[src/rtl/cont_ascdesc_param_if.sv]
// Control and status bundle for the up/down counter.
// The master drives the count controls. The slave returns the count and its flags.
interface cont_ascdesc_param_if #(parameter int WIDTH = 3);
  logic             en;
  logic             updown;
  logic             load;
  logic [WIDTH-1:0] din;
  logic [WIDTH-1:0] Q;
  logic             full;
  logic             empty;
  logic             ovf;
  logic             unf;

  modport master (output en, updown, load, din,
                  input  Q, full, empty, ovf, unf);
  modport slave  (input  en, updown, load, din,
                  output Q, full, empty, ovf, unf);
endinterface

[src/rtl/cont_ascdesc_param.sv]
// Up/down counter with a terminal count of MAX, a clamped parallel load, and wrap or saturate behaviour.
// Attempts to count past either limit produce a one-cycle ovf or unf pulse.
module cont_ascdesc_param #(
  parameter int WIDTH = 3,
  parameter int MAX   = 7,
  parameter int WRAP  = 1
) (
  input logic                 clk,
  input logic                 reset,
  cont_ascdesc_param_if.slave bus
);
  localparam logic [WIDTH-1:0] MAXV = WIDTH'(MAX);

  logic [WIDTH-1:0] cnt;
  logic             ovf_r, unf_r;
  logic             at_max, at_zero;

  assign at_max  = (cnt == MAXV);
  assign at_zero = (cnt == '0);

  // The limit compares come before any +1 or -1, so the count never passes MAX, even when MAX is the all-ones value.
  always_ff @(posedge clk) begin
    if (!reset) begin
      cnt   <= '0;
      ovf_r <= 1'b0;
      unf_r <= 1'b0;
    end else begin
      ovf_r <= 1'b0;
      unf_r <= 1'b0;
      if (bus.load) begin
        cnt <= (bus.din > MAXV) ? MAXV : bus.din;
      end else if (bus.en) begin
        if (bus.updown) begin
          if (at_max) begin
            ovf_r <= 1'b1;
            if (WRAP != 0) cnt <= '0;
          end else begin
            cnt <= cnt + 1'b1;
          end
        end else begin
          if (at_zero) begin
            unf_r <= 1'b1;
            if (WRAP != 0) cnt <= MAXV;
          end else begin
            cnt <= cnt - 1'b1;
          end
        end
      end
    end
  end

  assign bus.Q     = cnt;
  assign bus.full  = at_max;
  assign bus.empty = at_zero;
  assign bus.ovf   = ovf_r;
  assign bus.unf   = unf_r;
endmodule

[src/flat_wrapper.sv]
// flat-port wrapper written by rule: the top's interface ports become plain ports
module cont_ascdesc_param_flat 
#(
  parameter int WIDTH = 3,
  parameter int MAX   = 7,
  parameter int WRAP  = 1
)
  (clk, reset, bus_en, bus_updown, bus_load, bus_din, bus_Q, bus_full, bus_empty, bus_ovf, bus_unf);
  cont_ascdesc_param_if #(.WIDTH(WIDTH)) bus_i ();
  input logic clk;
  input logic reset;
  input wire logic [$bits(bus_i.en)-1:0] bus_en;
  input wire logic [$bits(bus_i.updown)-1:0] bus_updown;
  input wire logic [$bits(bus_i.load)-1:0] bus_load;
  input wire logic [$bits(bus_i.din)-1:0] bus_din;
  output wire logic [$bits(bus_i.Q)-1:0] bus_Q;
  output wire logic [$bits(bus_i.full)-1:0] bus_full;
  output wire logic [$bits(bus_i.empty)-1:0] bus_empty;
  output wire logic [$bits(bus_i.ovf)-1:0] bus_ovf;
  output wire logic [$bits(bus_i.unf)-1:0] bus_unf;
  assign bus_i.en = bus_en;
  assign bus_i.updown = bus_updown;
  assign bus_i.load = bus_load;
  assign bus_i.din = bus_din;
  assign bus_Q = bus_i.Q;
  assign bus_full = bus_i.full;
  assign bus_empty = bus_i.empty;
  assign bus_ovf = bus_i.ovf;
  assign bus_unf = bus_i.unf;
  cont_ascdesc_param #(.WIDTH(WIDTH), .MAX(MAX), .WRAP(WRAP)) u_core (.clk(clk), .reset(reset), .bus(bus_i));
endmodule
[config.mk]
export PLATFORM = sky130hd
export DESIGN_NAME = cont_ascdesc_param_flat
export DESIGN_NICKNAME = d
export VERILOG_FILES = /design/src/rtl/cont_ascdesc_param_if.sv /design/src/rtl/cont_ascdesc_param.sv /design/src/flat_wrapper.sv
export SDC_FILE = /design/constraint.sdc
export NUM_CORES = 1
export LEC_CHECK = 0
export BUFFER_PORTS_ARGS = -buffer_cell sky130_fd_sc_hd__buf_2
export CORE_AREA = 10 10 47 49
export CTS_CLUSTER_DIAMETER = 200
export DETAILED_ROUTE_END_ITERATION = 10
export DIE_AREA = 0 0 57 59
export GPL_ROUTABILITY_DRIVEN = 0
export SYNTH_ARGS = -nofsm -noshare
export SYNTH_HDL_FRONTEND = slang
export SYNTH_SLANG_ARGS = --single-unit
[constraint.sdc]
create_clock -name clk -period 1.9 [get_ports clk]
set_input_delay 0.19 -clock clk [delete_from_list [all_inputs] [get_ports clk]]
set_output_delay 0.19 -clock clk [all_outputs]
set_load 0.05 [all_outputs]
### Yosys cells after proc, flatten, opt, wreduce, memory -nomap -nowiden

Cells that the tools add are included.
W data, S select, Z words.

| word-level totals | value |
|---|---|
| memories | 0 |
| memory bits (read-only) | 0 |
| flip-flop bits (word level) | 5 |
| bits in writable memories | 0 |
| output and inout bits | 7 |
| latch bits | 0 |

| operators by class | value |
|---|---|
| bitwise operators | 3 |
| divide/modulo/power cells | 0 |
| multiplexer cells | 8 |
| reduce and logical (&&, ||, !) cells | 4 |
| order comparisons | 1 |
| eq/ne operators | 1 |
| shift operators | 0 |
| multiply operators | 0 |
| add/sub/neg operators | 2 |

Operator list:

| cell | number |
|---|---|
| $mux W3 | 6 |
| $reduce_or A4 Y1 | 2 |
| $add A3 B1 Y3 const B | 1 |
| $eq A3 B3 Y1 const B | 1 |
| $gt A3 B3 Y1 const B | 1 |
| $logic_not A3 Y1 | 1 |
| $not A1 Y1 | 3 |
| $sub A3 B1 Y3 const B | 1 |
| $mux W1 | 2 |
| $reduce_bool A2 Y1 | 1 |

### Logic depth before layout (Yosys ltp)

Gate-level depths: netlist of run 1.

| logic depth | value |
|---|---|
| word-level depth | 5 |
| depth in mapped cells | 6 |
| depth with buffers taken out | 6 |

### Worst setup path after synthesis of run 1

Ideal clock, no wire load.

| timing path | value |
|---|---|
| path kind | reg-to-reg |
| start point | reg u_core.cnt[0] (netlist: u_core.bus.Q[0]) |
| end point | reg u_core.cnt[1] (netlist: u_core.bus.Q[1]) |
| library setup time | 122 ps |
| setup slack | -190 ps |
| arrival time | 1968 ps |
| data required time | 1778 ps |
| stages on the path, launching flop included | 7 |
| cell sequence | dfxtp_1 inv_1 ha_1 ha_1 nor3b_1 a211oi_1 a311o_1 |

| between the ends | value |
|---|---|
| word-level cells in the longest chain between the ends | 5 |

RTL lines:

| item | RTL line | source |
|---|---|---|
| start, declared | cont_ascdesc_param.sv:14 | `logic [WIDTH-1:0] cnt;` |
| start signal, assigned | cont_ascdesc_param.sv:31 | `cnt <= (bus.din > MAXV) ? MAXV : bus.din;` |
| start signal, assigned | cont_ascdesc_param.sv:38 | `cnt <= cnt + 1'b1;` |
| start signal, assigned | cont_ascdesc_param.sv:45 | `cnt <= cnt - 1'b1;` |
| $logic_not A3 Y1 | cont_ascdesc_param.sv:19 | `assign at_zero = (cnt == '0);` |
| via bus_empty | flat_wrapper.sv:18 | `output wire logic [$bits(bus_i.empty)-1:0] bus_empty;` |
| $mux W3 | cont_ascdesc_param.sv:41 | `if (at_zero) begin` |
| $mux W3 | cont_ascdesc_param.sv:33 | `if (bus.updown) begin` |
| $mux W3 | cont_ascdesc_param.sv:32 | `end else if (bus.en) begin` |
| $mux W3 | cont_ascdesc_param.sv:30 | `if (bus.load) begin` |

The timed path passes the listed nets, and every way through them passes these cells. The select of a mux whose other input is x is not followed.
A chain may end at the register's enable or synchronous reset.

### Worst setup path after layout of run 1

| timing path | value |
|---|---|
| start point | reg u_core.cnt[0] (netlist: u_core.bus.Q[0]) |
| end point | reg u_core.cnt[1] (netlist: u_core.bus.Q[1]) |

| between the ends | value |
|---|---|
| word-level cells in the longest chain between the ends | 5 |

RTL lines:

| item | RTL line |
|---|---|
| $sub A3 B1 Y3, or another cell as far along | cont_ascdesc_param.sv:45 |
| $mux W3 (on tied branches) | cont_ascdesc_param.sv:41, cont_ascdesc_param.sv:34 |
| $mux W3 * | cont_ascdesc_param.sv:33 |
| $mux W3 * | cont_ascdesc_param.sv:32 |
| $mux W3 * | cont_ascdesc_param.sv:30 |

Every way passes the cells marked *; elsewhere a longest branch is shown, timed or not. The select of a mux whose other input is x is not followed.

==> metrics.csv, run 1 <==
stage,metric,value,unit
route,antenna-violating nets left,0,
floorplanning,# IOs,15,
setup_path,crit start category,flop,
synth,Netlist cell types,17,
clocking,Num CTS Buffers,3,
synth,Synth Register Bits,5,
synth,Yosys warnings,0,
synth,Synth Area per Inst,9.28,µm²
sta,final setup violation count,0,
setup_path,crit-path max FO,3,
floorplanning,DIE WIDTH,57,µm
placed_design,placed instance count,61,
setup_path,"Cell Chain, Critical Path",inv_1 > ha_1 > ha_1 > nor3b_1 > a211oi_1 > a311o_1,
finish,Finished Layout Cells,65,
setup_path,CP max-delay cell,dfxtp_2,
clocking,CTS tree,built,
setup_path,worst reg2reg path startpoint,u_core.bus.Q[0]$_SDFFE_PN0P_,
grt,first-pass GRT wire length,1280,µm
clocking,H-tree levels,1,
synth,"area leader, netlist",dfxtp_1,
route,TritonRoute pass-1 iters,4,
finish,# diodes,0,
synth,"Net Count, Synth",43,
synth,Syn Std Cell Area,288,µm²
synth,sequential share of the synthesized area,34.8,%
sta,final period utilization,78.7,%
synth,"EDFF count, synth",0,
power_and_ir_drop,final total power,337,µW
sta,post-layout min period,1490,ps
setup_path,most frequent CP cell,ha_1,
route,# DRC,0,
grt,Total GRT Usage,4.97,%
power_and_ir_drop,PwrDens,823,mW/mm²
floorplanning,Die H,59,µm
finish,share of cells above drive strength 1,40.8,%
power_and_ir_drop,Leak,0.195,nW
clocking,clk_lat worst skew,250,ps
hold_path,Hold/Removal Path Class,input pin to flop,
grt,pin count of the biggest net entering global routing,8,
setup_path,crit path DAT,1620,ps
sta,Slew Limit Fails,0,
clocking,clock tree buffer depth,2,
finish,final instance area,409,µm²
clocking,clk sinks,5,
setup_path,Worst setup startpoint,u_core.bus.Q[0]$_SDFFE_PN0P_,
sta,RSZ-0062 raised after global routing,no,
floorplanning,initial core utilization,20.5,%
floorplanning,Core ar.,0.00140,mm²
floorplanning,Row Count,14,
clocking,clock transition at the registers of the reported paths,50,ps
floorplanning,die area,0.00336,mm²
setup_path,crit end category,flop,
synth,Post-synth top flop,dfxtp_1,
sta,final hold violation count,0,
synth,post-synth top area share,34.8,%
status,run status,"complete, no violations",
sta,Worst Clk Skew,5.46,ps
setup_path,Bufs and invs on worst path,1,
grt,vias in the first global route,296,
synth,Synth area leaders,"dfxtp_1 35%, ha_1 17%, nor3b_1 5.2%",
setup_path,Top delay family on crit path,adder cells,
synth,Async SR Flop Fraction,0,%
setup_path,CP peak stage delay,330,ps
sta,Slew HR,84.3,%
route,total wire length,778,µm
route,via count,298,
grt,global route total overflow,0,
route,Via density,4.58,
route,Initial DRC Count,9,
clocking,post_cts resized,0,
grt,initial antenna violation count,0,
finish,post-layout util,29.2,%
placed_design,buffers added on ports,14,
hold_path,hold path start,bus_din[1],
route,wire length per cell,12.0,µm
sta,Max Fclk,0.669,GHz
job,max cap viols,0,
clocking,cts hold-fix bufs,0,
power_and_ir_drop,peak supply drop,269,µV
placed_design,HPWL Detailed,651,µm
finish,Nets,62,
clocking,post-CTS setup buffer count,0,
setup_path,critical path data required time,2030,ps
synth,Post-Synthesis Cells,31,
clocking,Root Driver,clkbuf_4,
placed_design,DP Area,383,µm²
sta,Least-Margin Pin Slew,232,ps
setup_path,critical path class,flop to flop,
finish,Area growth syn-to-layout,42.2,%
setup_path,"setup slack, reg-to-reg",410,ps
==> per-layer routing <==
metal	global-route usage, %	share of wire, %
met5	0	0
met4	1.01	0.64
met3	5.36	15
met2	7.44	42
met1	4.63	42
==> synth_stat cells (2+ instances only) <==
library cell,n
nand2b_1,2
inv_1,3
ha_1,4
nor3b_1,2
dfxtp_1,5
nand2_1,2
nor2_1,3
==> stage by stage <==
stage,TNS [ps],hold WS (ps),worst slack (ps)
floorplan,-4.18,314,-4.18
global placement,0,427,428
detailed placement,0,431,401
CTS,0,175,394
global route,0,192,313
finish,0,180,405
==> state kept, by name, summed over array words and instances (netlist names) <==
name,count
u_core.bus.unf,1
u_core.bus.ovf,1
u_core.bus.Q,3
==> kinds of logic after synthesis <==
kind of cell	Yosys count	share of synthesized area, %
flip-flops	5	34.8
AO/OA/AOI/OAI	6	17.4
adder cells (fa/ha/maj)	4	17.4
AND/OR/NAND/NOR	13	26.5
buffers and inverters	3	3.91
==> cell usage in the layout (no fill, tap or decap), drive strengths merged <==
master	instances
a211oi	1
a21oi	1
a311o	1
a32o	1
and3	1
buf	14
clkbuf	4
dfxtp	5
ha	4
inv	3
nand2	2
nand2b	2
nand3b	1
nor2	3
nor3b	2
nor4b	1
o211ai	1
o311a	1
or2b	1
==> power breakdown <==
| part | switching [mW] | total [mW] | leakage (nW) | internal [mW] |
|---|---|---|---|---|
| clock network | 0.0483 | 0.128 | 0.0150 | 0.0797 |
| registers | 0.00440 | 0.116 | 0.0416 | 0.112 |
| logic | 0.0616 | 0.0925 | 0.139 | 0.0309 |
==> path summary, 6_finish.rpt <==
check	cells after the start	endpoint
setup reg to reg	6	u_core.bus.Q[1]$_SDFFE_PN0P_
setup / recovery	6	u_core.bus.Q[1]$_SDFFE_PN0P_
hold reg to reg	3	u_core.bus.ovf$_SDFF_PP0_
hold / removal	2	u_core.bus.Q[1]$_SDFFE_PN0P_
==> layout make-up <==
type / count / area, µm²
fill: 169 / 992
timing repair buffer: 14 / 70.1
tap: 16 / 20.0
inverter: 3 / 11.3
clock buffer: 4 / 26.3
multi-input combinational: 23 / 179
sequential: 5 / 103
Note: power is estimated with default switching activity, not from simulation.
==> run 2: changes to the inputs <==
--- a/config.mk
+++ b/config.mk
@@ -5,6 +5,7 @@
 export SDC_FILE = /design/constraint.sdc
 export NUM_CORES = 1
 export LEC_CHECK = 0
+export ABC_AREA = 1
 export BUFFER_PORTS_ARGS = -buffer_cell sky130_fd_sc_hd__buf_2
 export CORE_AREA = 10 10 47 49
 export CTS_CLUSTER_DIAMETER = 200
==> constraint.sdc (replaced) <==
create_clock -name clk -period 1.3 [get_ports clk]
set_input_delay 0.13 -clock clk [delete_from_list [all_inputs] [get_ports clk]]
set_output_delay 0.13 -clock clk [all_outputs]
set_load 0.05 [all_outputs]
==> run 2 against run 1 <==
- clock power rose by 36%
- global-route usage fell by 0.084 points
- setup slack worse by 360 ps
- clock skew down 3.4 ps
- sequential share of layout area fell by 3.5 points
- critical path type is now flop to output port
==> metrics.csv, run 2 <==
stage,metric,value,unit,change
status,run status,"complete, no violations",,
synth,Syn Std Cell Area,310,µm²,+7.8%
power_and_ir_drop,combinational share of power,34.5,%,+7.1 points
route,DR top layer,met3,,
sta,post-layout min period,1250,ps,
setup_path,crit end category,output port,,
grt,vias in the first global route,316,,+6.8%
finish,most frequent cells in the layout,"12 x buf_2, 10 x nand2_1, 6 x inv_1",,
synth,Yosys warnings,0,,unchanged
sta,Max Fclk,0.797,GHz,
placed_design,HPWL Detailed,728,µm,+12%
setup_path,crit start category,flop,,
floorplanning,Core ar.,0.00140,mm²,unchanged
synth,"count leader, synth",nand2_1,,
synth,Synth area leaders,"dfxtp_1 32%, ha_1 16%, nand2_1 12%",,
power_and_ir_drop,Psw,179,µW,+56%
finish,register area,109,µm²,+6.1%
setup_path,Bufs and invs on worst path,1,,unchanged
setup_path,CP peak stage delay,340,ps,about the same
route,wire length per cell,10.9,µm,-8.5%
floorplanning,die area,0.00336,mm²,unchanged
floorplanning,# IOs,15,,unchanged
route,Via density,4.37,,-4.7%
finish,share of cells above drive strength 1,50.8,%,+10 points
sta,RSZ-0062 raised after global routing,no,,
clocking,Root Driver,clkbuf_4,,
setup_path,Worst setup startpoint,u_core.bus.Q[0]$_SDFFE_PN0P_,,
setup_path,CP max-delay cell,dfxtp_4,,
finish,# diodes,0,,unchanged
setup_path,critical path class,flop to output port,,
synth,Synth Area per Inst,7.05,µm²,-24%
hold_path,hold path start,reset,,
grt,Total GRT Usage,4.89,%,-0.084 points
route,# DRC,0,,unchanged
synth,"EDFF count, synth",0,,unchanged
power_and_ir_drop,PwrDens,1050,mW/mm²,+27%
synth,Synth Register Bits,5,,unchanged
job,max cap viols,0,,unchanged
synth,synth cell count leaders,"10 x nand2_1, 8 x inv_1, 5 x dfxtp_1",,
hold_path,Hold/Removal Path Class,input pin to flop,,
sta,hold slack,187,ps,+7.64 ps
sta,final period utilization,96.5,%,
placed_design,placed instance count,74,,+21%
synth,"area leader, netlist",dfxtp_1,,
route,met3 WL,98,µm,-16%
setup_path,"Cell Chain, Critical Path",ha_1 > ha_4 > buf_6,,
clocking,clock transition at the registers of the reported paths,40,ps,about the same
synth,sequential share of the synthesized area,32.3,%,-2.5 points
finish,Nets,76,,+23%
finish,"commonest non-fill, non-tap cell in the layout",buf_2,,
placed_design,buffers added on ports,14,,unchanged
finish,Finished Layout Cells,79,,+22%
grt,pin count of the biggest net entering global routing,6,,-2
route,M1 wire length,354,µm,+8.9%
sta,Slew HR,83.1,%,-1.2 points
sta,setup ws final,45.2,ps,-360 ps
sta,final setup violation count,0,,unchanged
sta,Least-Margin Pin Slew,255,ps,+22.5 ps
route,Detail Route met2 WL,412,µm,+25%
finish,max reg flops,3,,unchanged
setup_path,crit-path max FO,3,,unchanged
setup_path,worst reg2reg path startpoint,u_core.bus.Q[0]$_SDFFE_PN0P_,,
clocking,clock tree buffer depth,2,,unchanged
power_and_ir_drop,peak supply drop,668,µV,+150%
route,antenna-violating nets left,0,,unchanged
synth,Async SR Flop Fraction,0,%,unchanged
grt,initial antenna violation count,0,,unchanged
power_and_ir_drop,Leak,0.258,nW,+32%
synth,"Net Count, Synth",56,,+30%
sta,final hold violation count,0,,unchanged
placed_design,dpl ws,74.9,ps,-326 ps
power_and_ir_drop,Seq pwr share,32.5,%,-2.0 points
sta,Slew Limit Fails,0,,unchanged
clocking,clk_lat worst skew,240,ps,about the same
setup_path,critical path data required time,1170,ps,-860 ps
sta,Worst Clk Skew,2.02,ps,-3.45 ps
floorplanning,initial core utilization,22.1,%,+1.6 points
floorplanning,Row Count,14,,unchanged
synth,Post-synth top flop,dfxtp_1,,
finish,area occupied by multi-input gates,221,µm²,+24%
power_and_ir_drop,Net Sw Frac,33.9,%,-0.051 points
placed_design,DP Area,440,µm²,+15%
clocking,CTS tree,built,,
route,total wire length,865,µm,+11%
synth,post-synth top area share,32.3,%,-2.5 points
synth,Post-Synthesis Cells,44,,+42%
clocking,H-tree levels,1,,unchanged
clocking,clk sinks,5,,unchanged
grt,first-pass GRT wire length,1300,µm,+1.6%
clocking,Num CTS Buffers,3,,unchanged
grt,global route total overflow,0,,unchanged
power_and_ir_drop,clock power share,33.0,%,-5.0 points
finish,fill cell count,156,,-7.7%
route,Initial DRC Count,7,,-2
route,via count,345,,+16%
synth,Netlist cell types,15,,-2
route,TritonRoute pass-1 iters,3,,-1
setup_path,Top delay family on crit path,adder cells,,
power_and_ir_drop,Internal,349,µW,+57%
finish,Area growth syn-to-layout,62.5,%,
setup_path,crit path DAT,1120,ps,-500 ps
finish,final instance area,504,µm²,+23%
sta,final setup TNS,0,ps,unchanged
floorplanning,DIE WIDTH,57,µm,unchanged
floorplanning,Die H,59,µm,unchanged
==> run 2: power by group through the flow <==
stage	clock [mW]	sequential (mW)	combinational, mW
floorplan	0	0.203	0.0930
global placement	0	0.174	0.156
detailed placement	0	0.174	0.158
CTS	0.181	0.171	0.167
global route	0.200	0.173	0.203
finish	0.174	0.171	0.182
==> run 2: what timing repair did <==
item	4_1_cts	5_1_grt
pin swaps	0	2
gates resized for setup	4	4
setup endpoints to repair	2	3
buffers inserted	0	1
hold buffers	0	0
==> run 2: tightest hold or removal path, stage by stage <==
cell	delay [ps]
buf_2	80
inv_1	80
a21oi_2	100
==> run 2: final timing paths <==
path                                        to  slack, ps  cells past startpoint
hold reg to reg   u_core.bus.Q[2]$_SDFFE_PN0P_        610                      2
hold / removal    u_core.bus.Q[2]$_SDFFE_PN0P_        190                      3
setup reg to reg  u_core.bus.Q[2]$_SDFFE_PN0P_        100                      6
setup / recovery                      bus_full         50                      3
==> run 2: per-stage QoR <==
step                total power, mW  utilization, %
global route                  0.575            36.0
finish                        0.527            36.0
floorplan                     0.296               -
CTS                           0.519            34.2
global placement              0.330            31.4
detailed placement            0.332            31.4
==> run 2: cell type report <==
class	count	share of cell area, %
multi-input cells	30	43.9
clock buffers	4	5.21
well taps	16	3.97
flip-flops and latches	5	21.6
inverters	9	6.70
repair buffers	15	18.6
==> run 2: logic make-up (layout without fill, tap and decap cells) <==
kind of cell,after synthesis,count (layout),synth area share [%]
AND/OR/NAND/NOR,18,18,25.0
buffers and inverters,9,28,10.9
AO/OA/AOI/OAI,8,8,15.7
flip-flops,5,5,32.3
adder cells (fa/ha/maj),4,4,16.1
==> run 2: routing by layer <==
metal / GRT usage (%) / vias to the layer above
li1: - / 179
met1: 4.64 / 155
met2: 7.29 / 11
met3: 4.51 / 0
met4: 2.01 / 0
met5: 0 / -
==> run 3: changes to the inputs <==
==> constraint.sdc (replaced) <==
create_clock -name clk -period 1.25 [get_ports clk]
set_input_delay 0.125 -clock clk [delete_from_list [all_inputs] [get_ports clk]]
set_output_delay 0.125 -clock clk [all_outputs]
set_load 0.05 [all_outputs]
==> run 3 against run 2 <==
- the flow now finishes with violations (setup timing)
- global-route usage rose by 1.5 points
- register-to-register slack got worse by 30 ps
- via count fell by 2.3%
- clock skew barely moved
- setup slack got worse by 55 ps
- clock power rose by 14%
- clock-buffer cell count did not move
- non-clock buffer count did not move
- total power rose by 8.0%
- largest cell class unchanged
- largest power group is now clock
==> metrics.csv, run 3 (synthesis gave the netlist of run 2 again) <==
stage,metric,value,unit,change
sta,RSZ-0062 raised after global routing,yes,,
status,run status,"complete, but fails checks",,
floorplanning,# IOs,15,,unchanged
setup_path,crit start category,flop,,
grt,first-pass GRT wire length,1610,µm,+24%
floorplanning,Core ar.,0.00140,mm²,unchanged
route,TritonRoute pass-1 iters,2,,-1
finish,"commonest non-fill, non-tap cell in the layout",buf_2,,
route,DR top layer,met4,,
sta,Max Fclk,0.794,GHz,
power_and_ir_drop,final total power,570,µW,+8.0%
route,M1 wire length,388,µm,+9.6%
placed_design,placed instance count,74,,unchanged
sta,Slew Limit Fails,0,,unchanged
route,met3 WL,89,µm,-9.2%
power_and_ir_drop,Net Sw Frac,36.0,%,+2.1 points
setup_path,critical path class,flop to output port,,
power_and_ir_drop,Seq pwr share,31.9,%,-0.6 points
setup_path,crit path DAT,1130,ps,about the same
floorplanning,initial core utilization,22.1,%,unchanged
grt,Total GRT Usage,6.34,%,+1.5 points
floorplanning,Die H,59,µm,unchanged
sta,final hold violation count,0,,unchanged
clocking,clk_lat worst skew,250,ps,about the same
setup_path,crit-path max FO,3,,unchanged
power_and_ir_drop,combinational share of power,33.4,%,-1.1 points
setup_path,most frequent CP cell,ha_4,,
finish,Area growth syn-to-layout,67.7,%,
floorplanning,DIE WIDTH,57,µm,unchanged
clocking,H-tree levels,1,,unchanged
grt,global route total overflow,0,,unchanged
placed_design,buffers added on ports,14,,unchanged
finish,final instance area,520,µm²,+3.2%
sta,final setup TNS,-9.99,ps,-9.99 ps
sta,final period utilization,101,%,
sta,setup ws final,-9.99,ps,-55.2 ps
sta,Worst Clk Skew,1.73,ps,-0.288 ps
sta,post-layout min period,1260,ps,
power_and_ir_drop,PwrDens,1090,mW/mm²,+4.6%
status,failing checks,setup timing,,
placed_design,HPWL Detailed,736,µm,+1.1%
power_and_ir_drop,peak supply drop,460,µV,-31%
route,antenna-violating nets left,0,,unchanged
clocking,Num CTS Buffers,3,,unchanged
finish,max reg flops,3,,unchanged
clocking,CTS tree,built,,
clocking,Root Driver,clkbuf_4,,
sta,Least-Margin Pin Slew,255,ps,+0.0267 ps
grt,initial antenna violation count,0,,unchanged
clocking,clk sinks,5,,unchanged
clocking,clock tree buffer depth,2,,unchanged
setup_path,crit end category,output port,,
finish,most frequent cells in the layout,"12 x buf_2, 10 x nand2_1, 6 x inv_1",,
power_and_ir_drop,Leak,0.258,nW,about the same
placed_design,DP Area,470,µm²,+6.8%
power_and_ir_drop,Psw,205,µW,+15%
sta,Slew HR,83.1,%,about the same
route,total wire length,903,µm,+4.4%
route,Initial DRC Count,4,,-3
route,Detail Route met2 WL,403,µm,-2.2%
grt,vias in the first global route,399,,+26%
clocking,cts hold-fix bufs,0,,unchanged
hold_path,Hold/Removal Path Class,input pin to flop,,
sta,hold slack,166,ps,-21.2 ps
setup_path,"Cell Chain, Critical Path",inv_4 > ha_4 > ha_4 > buf_8,,
finish,Finished Layout Cells,79,,unchanged
route,via count,337,,-2.3%
floorplanning,Row Count,14,,unchanged
finish,post-layout util,37.1,%,+1.2 points
power_and_ir_drop,Internal,365,µW,+4.6%
sta,final setup violation count,1,,+1
floorplanning,die area,0.00336,mm²,unchanged
setup_path,CP max-delay cell,dfxtp_4,,
route,wire length per cell,11.4,µm,+4.4%
clocking,clock transition at the registers of the reported paths,50,ps,about the same
setup_path,Top delay family on crit path,flip-flops,,
setup_path,critical path data required time,1120,ps,-50 ps
finish,Nets,76,,unchanged
setup_path,CP peak stage delay,370,ps,+30 ps
route,Via density,4.27,,-2.3%
job,max cap viols,0,,unchanged
finish,fill cell count,157,,+0.64%
setup_path,Bufs and invs on worst path,2,,+1
power_and_ir_drop,clock power share,34.7,%,+1.7 points
finish,# diodes,0,,unchanged
placed_design,dpl ws,57.2,ps,-17.8 ps
grt,pin count of the biggest net entering global routing,6,,unchanged
route,# DRC,0,,unchanged
finish,share of cells above drive strength 1,50.8,%,unchanged
-- run 3: power by group through the flow --
stage	registers (mW)	clock network [mW]	logic [mW]
floorplan	0.215	0	0.104
global placement	0.185	0	0.171
detailed placement	0.186	0	0.174
CTS	0.182	0.206	0.189
global route	0.183	0.221	0.212
finish	0.182	0.198	0.190
-- run 3: per-layer routing --
layer,vias to the layer above,track usage (%)
met3,2,4.94
met2,14,8.68
met1,143,6.26
li1,178,-
met5,-,0
met4,0,5.03
-- run 3: worst paths after layout --
path | start | end | slack (ps) | cells past startpoint
setup reg to reg | u_core.bus.Q[1]$_SDFFE_PN0P_ | u_core.bus.Q[2]$_SDFFE_PN0P_ | 70 | 6
hold / removal | reset | u_core.bus.Q[2]$_SDFFE_PN0P_ | 170 | 3
hold reg to reg | u_core.bus.Q[1]$_SDFFE_PN0P_ | u_core.bus.Q[1]$_SDFFE_PN0P_ | 600 | 4
setup / recovery | u_core.bus.Q[1]$_SDFFE_PN0P_ | bus_empty | -10 | 4
-- run 3: layout make-up --
cell class	instances	area, µm²	share of cell area (%)
inverter	9	38.8	7.45
clock buffer	4	26.3	5.05
timing repair buffer	15	93.8	18.0
multi-input combinational	30	230	44.2
tap	16	20.0	3.85
sequential	5	111	21.4
-- run 3: worst register-to-register path, delay by kind of cell, from the launching register on --
family / cells / cell delay [ps]
and+or+nand+nor: 1 / 30
buffers and inverters: 1 / 40
adders and majority gates: 2 / 400
AOI/OAI and AO/OA: 2 / 220
DFF: 1 / 370
-- run 3: repair_timing --
action | 4_1_cts | 5_1_grt
pin swaps | 0 | 0
endpoints found under the setup margin | 2 | 1
endpoints found under the hold margin | 0 | 0
buffers inserted | 1 | 0
gates resized for setup | 4 | 1
